[src/rtl/axis_pkt_offset_add_if.sv]
// AXI-Stream beat bundle used on both sides of the packet offset-add stage.
interface axis_pkt_offset_add_if #(
  parameter int unsigned DATA_W = 8
) ();
  logic [DATA_W-1:0] data;
  logic              valid;
  logic              last;
  logic              ready;

  modport master (output data, output valid, output last, input ready);
  modport slave  (input data, input valid, input last, output ready);
endinterface

[src/rtl/axis_pkt_offset_add.sv]
// Ping-pong packet buffer producing out[i] = in[i] + in[i+k] within each packet.
// Beat 0 of a just-closing packet bypasses from the input so output starts one cycle later.
module axis_pkt_offset_add #(
  parameter int unsigned DATA_W   = 8,
  parameter int unsigned DEPTH    = 16,
  parameter bit          SATURATE = 1'b0,
  localparam int unsigned LW      = $clog2(DEPTH + 1),
  localparam int unsigned AW      = $clog2(DEPTH)
) (
  input  logic                  clk,
  input  logic                  rst,
  axis_pkt_offset_add_if.slave  s_axis,
  axis_pkt_offset_add_if.master m_axis,
  input  logic [LW-1:0]         cfg_len,
  input  logic [LW-1:0]         cfg_k,
  output logic                  full,
  output logic                  empty
);

  typedef enum logic [1:0] {BkEmpty, BkFill, BkReady, BkDrain} bank_st_e;

  bank_st_e          st_q  [2];
  logic [DATA_W-1:0] mem_q [2][DEPTH];
  logic [LW-1:0]     len_q [2];
  logic [LW-1:0]     k_q   [2];
  logic              wsel_q, rsel_q;
  logic [LW-1:0]     wr_idx_q, rd_idx_q;
  logic [DATA_W-1:0] m_data_q;
  logic              m_valid_q, m_last_q;

  logic              s_ready, s_hs, first, close, mlast_hs, cand;
  logic              ld, byp, ld_bank, pair, res_last;
  logic [LW-1:0]     len_norm, cur_len, cur_k, ld_idx, ld_n, ld_k;
  logic [31:0]       idx_sum;
  logic [AW-1:0]     ja, jb;
  logic [DATA_W-1:0] opa, opb, res;
  logic [DATA_W:0]   sum;

  assign s_ready  = !rst && (st_q[wsel_q] == BkEmpty || st_q[wsel_q] == BkFill);
  assign s_hs     = s_axis.valid && s_ready;
  assign first    = (st_q[wsel_q] == BkEmpty);
  assign len_norm = (cfg_len == '0 || 32'(cfg_len) > DEPTH) ? LW'(DEPTH) : cfg_len;
  assign cur_len  = first ? len_norm : len_q[wsel_q];
  assign cur_k    = first ? cfg_k : k_q[wsel_q];
  assign close    = s_hs && (s_axis.last || (wr_idx_q + LW'(1)) == cur_len);
  assign mlast_hs = m_valid_q && m_axis.ready && m_last_q;
  // Once the draining bank hands off its last beat, the other bank may start this same cycle.
  assign cand     = mlast_hs ? !rsel_q : rsel_q;

  always_comb begin
    ld      = 1'b0;
    byp     = 1'b0;
    ld_bank = rsel_q;
    ld_idx  = rd_idx_q;
    ld_n    = len_q[rsel_q];
    ld_k    = k_q[rsel_q];
    if (!m_valid_q || m_axis.ready) begin
      if (!mlast_hs && st_q[rsel_q] == BkDrain && rd_idx_q < len_q[rsel_q]) begin
        ld = 1'b1;
      end else if (st_q[cand] == BkReady) begin
        ld      = 1'b1;
        ld_bank = cand;
        ld_idx  = '0;
        ld_n    = len_q[cand];
        ld_k    = k_q[cand];
      end else if (cand == wsel_q && close) begin
        ld      = 1'b1;
        byp     = 1'b1;
        ld_bank = cand;
        ld_idx  = '0;
        ld_n    = wr_idx_q + LW'(1);
        ld_k    = cur_k;
      end
    end
    idx_sum  = 32'(ld_idx) + 32'(ld_k);
    pair     = idx_sum < 32'(ld_n);
    ja       = AW'(ld_idx);
    jb       = pair ? AW'(idx_sum) : ja;
    opa      = (byp && ld_idx == wr_idx_q) ? s_axis.data : mem_q[ld_bank][ja];
    opb      = (byp && idx_sum == 32'(wr_idx_q)) ? s_axis.data : mem_q[ld_bank][jb];
    sum      = {1'b0, opa} + (pair ? {1'b0, opb} : '0);
    res      = (SATURATE && sum[DATA_W]) ? '1 : sum[DATA_W-1:0];
    res_last = (ld_idx + LW'(1)) == ld_n;
  end

  always_ff @(posedge clk) begin
    if (rst) begin
      for (int b = 0; b < 2; b++) begin
        st_q[b]  <= BkEmpty;
        len_q[b] <= '0;
        k_q[b]   <= '0;
      end
      wsel_q    <= 1'b0;
      rsel_q    <= 1'b0;
      wr_idx_q  <= '0;
      rd_idx_q  <= '0;
      m_valid_q <= 1'b0;
      m_last_q  <= 1'b0;
      m_data_q  <= '0;
    end else begin
      if (s_hs) begin
        mem_q[wsel_q][AW'(wr_idx_q)] <= s_axis.data;
        if (first) begin
          st_q[wsel_q]  <= BkFill;
          len_q[wsel_q] <= len_norm;
          k_q[wsel_q]   <= cfg_k;
        end
        if (close) begin
          // Stored length becomes the effective length so an early s_last shortens the packet.
          st_q[wsel_q]  <= BkReady;
          len_q[wsel_q] <= wr_idx_q + LW'(1);
          wsel_q        <= !wsel_q;
          wr_idx_q      <= '0;
        end else begin
          wr_idx_q <= wr_idx_q + LW'(1);
        end
      end
      if (mlast_hs) begin
        st_q[rsel_q] <= BkEmpty;
        rsel_q       <= !rsel_q;
      end
      if (ld) begin
        if (ld_idx == '0) st_q[ld_bank] <= BkDrain;
        rd_idx_q  <= ld_idx + LW'(1);
        m_data_q  <= res;
        m_last_q  <= res_last;
        m_valid_q <= 1'b1;
      end else if (m_axis.ready) begin
        m_valid_q <= 1'b0;
        m_last_q  <= 1'b0;
      end
    end
  end

  assign s_axis.ready = s_ready;
  assign m_axis.data  = m_data_q;
  assign m_axis.valid = m_valid_q;
  assign m_axis.last  = m_last_q;
  assign full         = !rst && !s_ready;
  assign empty        = (st_q[0] == BkEmpty) && (st_q[1] == BkEmpty) && !m_valid_q;

endmodule

[src/flat_wrapper.sv]
// flat-port wrapper written by rule: the top's interface ports become plain ports
module axis_pkt_offset_add_flat 
#(
  parameter int unsigned DATA_W   = 8,
  parameter int unsigned DEPTH    = 16,
  parameter bit          SATURATE = 1'b0,
  localparam int unsigned LW      = $clog2(DEPTH + 1),
  localparam int unsigned AW      = $clog2(DEPTH)
)
  (clk, rst, cfg_len, cfg_k, full, empty, s_axis_data, s_axis_valid, s_axis_last, s_axis_ready, m_axis_data, m_axis_valid, m_axis_last, m_axis_ready);
  axis_pkt_offset_add_if #(.DATA_W(DATA_W)) s_axis_i ();
  axis_pkt_offset_add_if #(.DATA_W(DATA_W)) m_axis_i ();
  input  logic clk;
  input  logic rst;
  input  logic [LW-1:0] cfg_len;
  input  logic [LW-1:0] cfg_k;
  output logic full;
  output logic empty;
  input wire logic [$bits(s_axis_i.data)-1:0] s_axis_data;
  input wire logic [$bits(s_axis_i.valid)-1:0] s_axis_valid;
  input wire logic [$bits(s_axis_i.last)-1:0] s_axis_last;
  output wire logic [$bits(s_axis_i.ready)-1:0] s_axis_ready;
  output wire logic [$bits(m_axis_i.data)-1:0] m_axis_data;
  output wire logic [$bits(m_axis_i.valid)-1:0] m_axis_valid;
  output wire logic [$bits(m_axis_i.last)-1:0] m_axis_last;
  input wire logic [$bits(m_axis_i.ready)-1:0] m_axis_ready;
  assign s_axis_i.data = s_axis_data;
  assign s_axis_i.valid = s_axis_valid;
  assign s_axis_i.last = s_axis_last;
  assign s_axis_ready = s_axis_i.ready;
  assign m_axis_data = m_axis_i.data;
  assign m_axis_valid = m_axis_i.valid;
  assign m_axis_last = m_axis_i.last;
  assign m_axis_i.ready = m_axis_ready;
  axis_pkt_offset_add #(.DATA_W(DATA_W), .DEPTH(DEPTH), .SATURATE(SATURATE)) u_core (.clk(clk), .rst(rst), .s_axis(s_axis_i), .m_axis(m_axis_i), .cfg_len(cfg_len), .cfg_k(cfg_k), .full(full), .empty(empty));
endmodule
[config.mk]
export PLATFORM = sky130hd
export DESIGN_NAME = axis_pkt_offset_add_flat
export DESIGN_NICKNAME = d
export VERILOG_FILES = /design/src/rtl/axis_pkt_offset_add_if.sv /design/src/rtl/axis_pkt_offset_add.sv /design/src/flat_wrapper.sv
export SDC_FILE = /design/constraint.sdc
export NUM_CORES = 1
export LEC_CHECK = 0
export BUFFER_PORTS_ARGS = -buffer_cell sky130_fd_sc_hd__clkbuf_2
export CAP_MARGIN = 20
export CORE_MARGIN = 10
export CORE_UTILIZATION = 45
export CTS_CLUSTER_SIZE = 30
export DETAILED_ROUTE_END_ITERATION = 16
export MAX_ROUTING_LAYER = met4
export PLACE_DENSITY = 0.57
export SKIP_CTS_REPAIR_TIMING = 1
export SYNTH_ARGS = -nofsm -noshare
export SYNTH_HDL_FRONTEND = slang
export SYNTH_SLANG_ARGS = --single-unit
[constraint.sdc]
create_clock -name clk -period 16.2 [get_ports clk]
set_input_delay 3.24 -clock clk [delete_from_list [all_inputs] [get_ports clk]]
set_output_delay 3.24 -clock clk [all_outputs]
set_load 0.03 [all_outputs]
-- Word level (Yosys, flattened, before mapping)
Memories as Yosys holds them, arrays and structs flattened. A register that Yosys moved wholly into a read port is not among the register bits.
Cells that the tools add are included.
- flip-flop bits (word level): 22
- memory bits (writable): 280
- input bits: 23
- output and inout port bits: 13
- word-level logic and storage cells: 156
- memories kept: 4
- memory list (name ; words ; bits a word ; read ports ; clocked after Yosys merged registers in ; wr ports ; RTL line ; text):
    u_core.mem_q ; 2 ; 128 ; 1 ; 0 ; 1 ; axis_pkt_offset_add.sv:23 ; logic [DATA_W-1:0] mem_q [2][DEPTH];
    u_core.k_q ; 2 ; 5 ; 3 ; 2 ; 2 ; axis_pkt_offset_add.sv:25 ; logic [LW-1:0] k_q [2];
    u_core.len_q ; 2 ; 5 ; 3 ; 2 ; 2 ; axis_pkt_offset_add.sv:24 ; logic [LW-1:0] len_q [2];
    u_core.st_q ; 2 ; 2 ; 5 ; 2 ; 3 ; axis_pkt_offset_add.sv:22 ; bank_st_e st_q [2];
- add/sub/neg operators: 4
- order comparisons: 7
- eq/ne operators: 8
- multiplexer cells: 86
- bitwise gates (word level): 5
- reduce and logical (&&, ||, !) cells: 35
- operators by type and width (kind ; number):
    $mux 128 ; 1
    $mux 5 ; 19
    $bmux 8 s4 ; 2
    $mux 8 ; 8
    $mux 1 ; 51
    $demux 8 s4 ; 1
    $eq 32x5->1 ; 1
    $lt 32x5->1 ; 1
    $eq 5x5->1 ; 3
    $ge 5x5->1 const B ; 3
    $not 4->5 ; 3
    $logic_and 1x1->1 ; 14
    $add 5x1->5 const B ; 2
    $logic_not 5->1 ; 2
    $reduce_or 5->1 ; 2
    $add 8x8->8 ; 1
    $add 5x5->6 ; 1
    $logic_not 1->1 ; 6
    $logic_not 2->1 ; 3
    $mux 2 ; 3
    $gt 5x5->1 const B ; 1
    $lt 5x1->1 const B ; 1
    $lt 5x5->1 ; 1
    $eq 2x2->1 const B ; 2
    other kinds (8) ; 13

-- Logic depth before layout (Yosys ltp)
- depth in word-level cells: 22
- depth in mapped cells: 48
- gate-level depth less buffers: 43

-- Worst setup path after synthesis
OpenSTA, ideal clock, no wires.
- kind: in2reg
- start point: in cfg_len[3]
- end point: reg u_core.m_data_q[7] (netlist: u_core.m_axis.data[7])
- library setup time: 0.079 ns
- data arrival time: 11.811 ns
- data required time: 16.121 ns
- path slack: 4.310 ns
- cell stages on the path: 45
- buffers on the path: 3
- path through: or4_1 > ha_1 > or3_1 > a21o_1 > nand3_1 > nand4_1 > o31a_1 > buf_2 > nor2_1 > nor2_1 > a31oi_1 > o22ai_1 > a21oi_1 > ha_1 > a21o_1 > a21oi_1 > xnor2_1 > ha_1 > [9 not listed] > mux2i_1 > a211oi_1 > a211oi_1 > or3_1 > ha_1 > a21o_1 > a21oi_1 > o21bai_1 > a21oi_1 > nor2b_1 > o21a_1 > nor2_1 > nand2_1 > a211oi_1 > a31o_2 > o31ai_1 > a311o_1 > o211ai_1
- longest elaborated chain between the ends: 22
- elaborated cells on any way between the ends: 52
- classes of those cells: add/sub (2); order compare (2); eq/ne (3); mux (35); bitwise (2); reduce/logical (7); memory (1)
- ends and longest elaborated chain (item ; RTL line ; text):
    start, declared ; flat_wrapper.sv:15 ; input logic [LW-1:0] cfg_len;
    $gt 5x5->1 or $logic_not 5->1 (tied branches) ; axis_pkt_offset_add.sv:42 ; assign len_norm = (cfg_len == '0 || 32'(cfg_len) > DEPTH) ? LW'(DEPTH) : cfg_len;
    $logic_or 1x1->1 ; axis_pkt_offset_add.sv:42 ;
    $mux 5 (*) ; axis_pkt_offset_add.sv:42 ;
    $mux 5 (*) ; axis_pkt_offset_add.sv:43 ; assign cur_len = first ? len_norm : len_q[wsel_q];
    $eq 5x5->1 (*) ; axis_pkt_offset_add.sv:45 ; assign close = s_hs && (s_axis.last || (wr_idx_q + LW'(1)) == cur_len);
    $logic_or 1x1->1 (*) ; axis_pkt_offset_add.sv:45 ;
    $logic_and 1x1->1 (*) ; axis_pkt_offset_add.sv:45 ;
    $logic_and 1x1->1 (*) ; axis_pkt_offset_add.sv:66 ; end else if (cand == wsel_q && close) begin
    [5 not listed] ; - ;
    $lt 32x5->1 ; axis_pkt_offset_add.sv:76 ; pair = idx_sum < 32'(ld_n);
    $mux 4 ; axis_pkt_offset_add.sv:78 ; jb = pair ? AW'(idx_sum) : ja;
    $not 4->5 (not written as such) ; axis_pkt_offset_add.sv:80 ; opb = (byp && idx_sum == 32'(wr_idx_q)) ? s_axis.data : mem_q[ld_bank][jb];
    $bmux 8 s4 ; axis_pkt_offset_add.sv:80 ;
    $mux 8 (not written as such) (2 in series) ; axis_pkt_offset_add.sv:80 ;
    $mux 8 ; axis_pkt_offset_add.sv:80 ;
    $mux 8 ; axis_pkt_offset_add.sv:81 ; sum = {1'b0, opa} + (pair ? {1'b0, opb} : '0);
    $add 8x8->8 ; axis_pkt_offset_add.sv:81 ;
    end signal, assigned ; axis_pkt_offset_add.sv:125 ; m_data_q <= res;
    end, declared ; axis_pkt_offset_add.sv:28 ; logic [DATA_W-1:0] m_data_q;
Mark *: on every way between the ends. The rest lies on a longest branch, timed or not. The select of a mux whose other input is x is not followed.
A chain may end at the register's enable or synchronous reset.

-- Final worst setup path
Same ends and word-level chain as after synthesis.

==> impl_metrics.tcl <==
set metrics [dict create \
    sw_frac_of_total_pct 48.3 \
    min_period_ps 13930 \
    worst_hold_path_type "reg2reg" \
    fp.dieW_um 215 \
    power_leakage_uw 0.00657 \
    finalSetupTns_ps 0 \
    io_buffer_count 35 \
    required_ps 16670 \
    fin_crit_sh_pct 86.0 \
    seq_area_sq_um 8830 \
    place_congestion 0.927 \
    initial_core_util_pct 45.4 \
    status "completed" \
    final_max_slew_viol_count 0 \
    clock_path_buffers 3 \
    relSlewSlack_pct 21.3 \
    synth.avg_cell_area_sq_um 10.4 \
    drtPass1Iterations 6 \
    synth_edf_count 276 \
    core_sq_um 37600 \
    rows 71 \
    max_freq_ghz 0.0718 \
    ir_worst_vdd_uv 179 \
    grt_pass1_vias 13200 \
    finalNetCount 1691 \
    antenna_found_initial 1 \
    drive_gt1_share_pct 9.96 \
    p_int_uw 2080 \
    slowest_stage "and2_2" \
    powerDensity_nw_per_um2 214 \
    power_frac_clock_pct 18.9 \
    num_vias 13800 \
    yosys-top-cells-area "edfxtp_1 49%, nand2_1 7.2%, mux2i_1 5.6%, dfxtp_1 3.2%, nand3_1 2.9%" \
    finalHoldViolCount 0 \
    power_uw 4020 \
    ys_seq_elements 303 \
    clkTransAtPathRegs_ps 60 \
    overflow 0 \
    yosys_warnings 0 \
    tritoncts "yes" \
    ys.flop_type "edfxtp_1" \
    wire_per_inst_um 26.2 \
    syn-cell-area_sq_um 17100 \
    insertion_delay_ps 560 \
    drc_errors 0 \
    dpl.hpwl_um 38000 \
    cts.sinks 303 \
    cpPeakStageDelay_ps 740 \
    rsz0062_at_grt "no" \
    die_y_um 215 \
    multi_input_area_sq_um 7590 \
    grt_util_all_layers_pct 24.7 \
    worst_pin_slew_ps 1180 \
    p_sw_uw 1940 \
    via_per_inst 6.33 \
    synth_nets 1693 \
    setup_viol 0 \
    worst_ep_arrival_time_ps 14410 \
    maxCapViolCount 0 \
    first_iter_violations 1716 \
    async_reset_ff_share_pct 0 \
    syn2layout_area_growth_pct 9.69 \
    setup.worst_path.start_class "input port" \
    worst-path-max-fanout 35 \
    ios 36 \
    end_kind "flop" \
    p_comb_share_pct 58.6 \
    cts_buffers 36 \
    root_buffer "clkbuf_16" \
    clock_skew_ps 17.3 \
    yosysTopAreaCell "edfxtp_1" \
    htree_levels 2 \
    drt_wl_total_um 57000 \
    yosysSeqAreaShare_pct 51.7 \
    n_fill_cell 3437 \
    netlist.area_leader.share_pct 48.5 \
    synth.distinct_cells 87 \
    seqPwrFrac_pct 22.6 \
    drtAntennaViolNets 0 \
    postSynthCellCount 1641 \
    critical_path_class "in2reg" \
    dieArea_sq_um 46100 \
    grt_max_degree 73 \
    grt_pass1_wl_um 85100 \
]
## flip-flops by register name, summed over array words and instances (netlist names), named ones only
register / cells
u_core.m_axis.data: 8
u_core.m_axis.valid: 1
u_core.len_q: 10
u_core.m_axis.last: 1
u_core.st_q: 4
u_core.wsel_q: 1
u_core.rd_idx_q: 5
u_core.rsel_q: 1
u_core.k_q: 10
u_core.wr_idx_q: 5
u_core.mem_q: 256
## logic make-up after synthesis
kind of cell             count (synthesis)  synth area share (%)
AND/OR/NAND/NOR                        662                  17.8
multiplexers                           107                  6.75
buffers and inverters                  142                  4.17
XOR/XNOR                                28                  1.52
adder cells (fa/ha/maj)                 29                  2.17
AO/OA/AOI/OAI                          370                  15.9
flip-flops                             303                  51.7
## cells in the final DEF, fill, tap and decap left out, types with 11 or more instances in the layout
master,instances
nand3_1,98
a32oi_1,16
a311oi_1,42
and2_1,15
a21boi_0,23
mux2i_1,95
clkbuf_2,35
a211oi_1,54
clkbuf_16,38
o21ai_0,31
nand2_1,326
ha_1,28
buf_4,33
a21o_1,11
edfxtp_1,276
inv_1,27
xnor2_1,17
nor3_1,20
dfxtp_1,27
nor2_1,104
o211ai_1,11
a31oi_1,20
and3_1,18
a21oi_1,59
and4_1,12
a211o_1,13
## through the flow
step           util [%]  hold slack (ps)  instance area [sq um]  setup slack (ps)  std cells
6_report           49.8              488                  18700              2270       2178
5_1_grt            49.8              525                  18700              1540       2178
4_1_cts            49.7              496                  18700              2500       2172
3_5_place_dp       46.8              481                  17600              1980       2107
3_3_place_gp       46.8              469                  17600              2260       2107
2_1_floorplan         -              481                  17100              4310       1641
## worst max-delay path, delay by kind of cell
family / cells / cell delay, ps
AOI/OAI and AO/OA: 22 / 4930
xor gates and xnor gates: 1 / 350
adders and majority gates: 4 / 1120
buffers and inverters: 3 / 980
and+or+nand+nor: 15 / 3710
## worst paths after layout
| check | slack [ps] | end | startpoint | cells past startpoint |
|---|---|---|---|---|
| worst max-delay path | 2270 | u_core.m_axis.data[7]$_SDFFE_PP0P_ | cfg_len[3] | 45 |
| worst min-delay path | 490 | u_core.m_axis.data[6]$_SDFFE_PP0P_ | u_core.m_axis.data[6]$_SDFFE_PP0P_ | 2 |
| worst max register to register | 4450 | u_core.m_axis.data[7]$_SDFFE_PP0P_ | u_core.wr_idx_q[0]$_SDFFE_PP0P_ | 43 |
| worst min register to register | 490 | u_core.m_axis.data[6]$_SDFFE_PP0P_ | u_core.m_axis.data[6]$_SDFFE_PP0P_ | 2 |
## synthesized netlist by cell type (9+ instances only)
cell / count
nor2_1: 105
edfxtp_1: 276
inv_1: 27
mux2i_1: 96
nor4_1: 10
a311oi_1: 42
and2_1: 16
and4_1: 12
a21boi_0: 23
a31oi_1: 20
a32oi_1: 16
a211oi_1: 55
xor2_1: 10
and3_1: 18
a21oi_1: 60
clkbuf_1: 38
ha_1: 28
a211o_1: 13
xnor2_1: 17
dfxtp_1: 27
nor3_1: 20
buf_2: 49
o21ai_0: 31
buf_4: 11
a21o_1: 11
nand3_1: 98
nor2b_1: 9
o211ai_1: 11
a221oi_1: 10
nand2_1: 326
## power groups by stage
stage | clock [uW] | combinational [uW] | sequential [uW]
2_1_floorplan | 0 | 1590 | 913
5_1_grt | 808 | 2510 | 908
4_1_cts | 771 | 2300 | 905
6_report | 759 | 2350 | 906
3_3_place_gp | 0 | 2270 | 922
3_5_place_dp | 0 | 2290 | 921
## layout make-up
cell class,instances,area share (%)
flip-flops and latches,303,47.1
clock inverters,18,0.534
diodes,1,0.0134
inverters,29,0.581
repair buffers,73,2.56
well taps,511,3.41
multi-input cells,1196,40.5
clock buffers,47,5.26
## per-layer routing
layer	vias to the layer above	part of all wire (%)	GRT usage, %	routed length [um]
li1	6198	-	-	-
met1	6792	43	32.8	24300
met2	687	46	38.2	26300
met3	102	8.6	3.85	4890
met4	0	2.8	8.15	1570
met5	-	0	-	0
No activity file was read; power rests on OpenSTA's default activity.
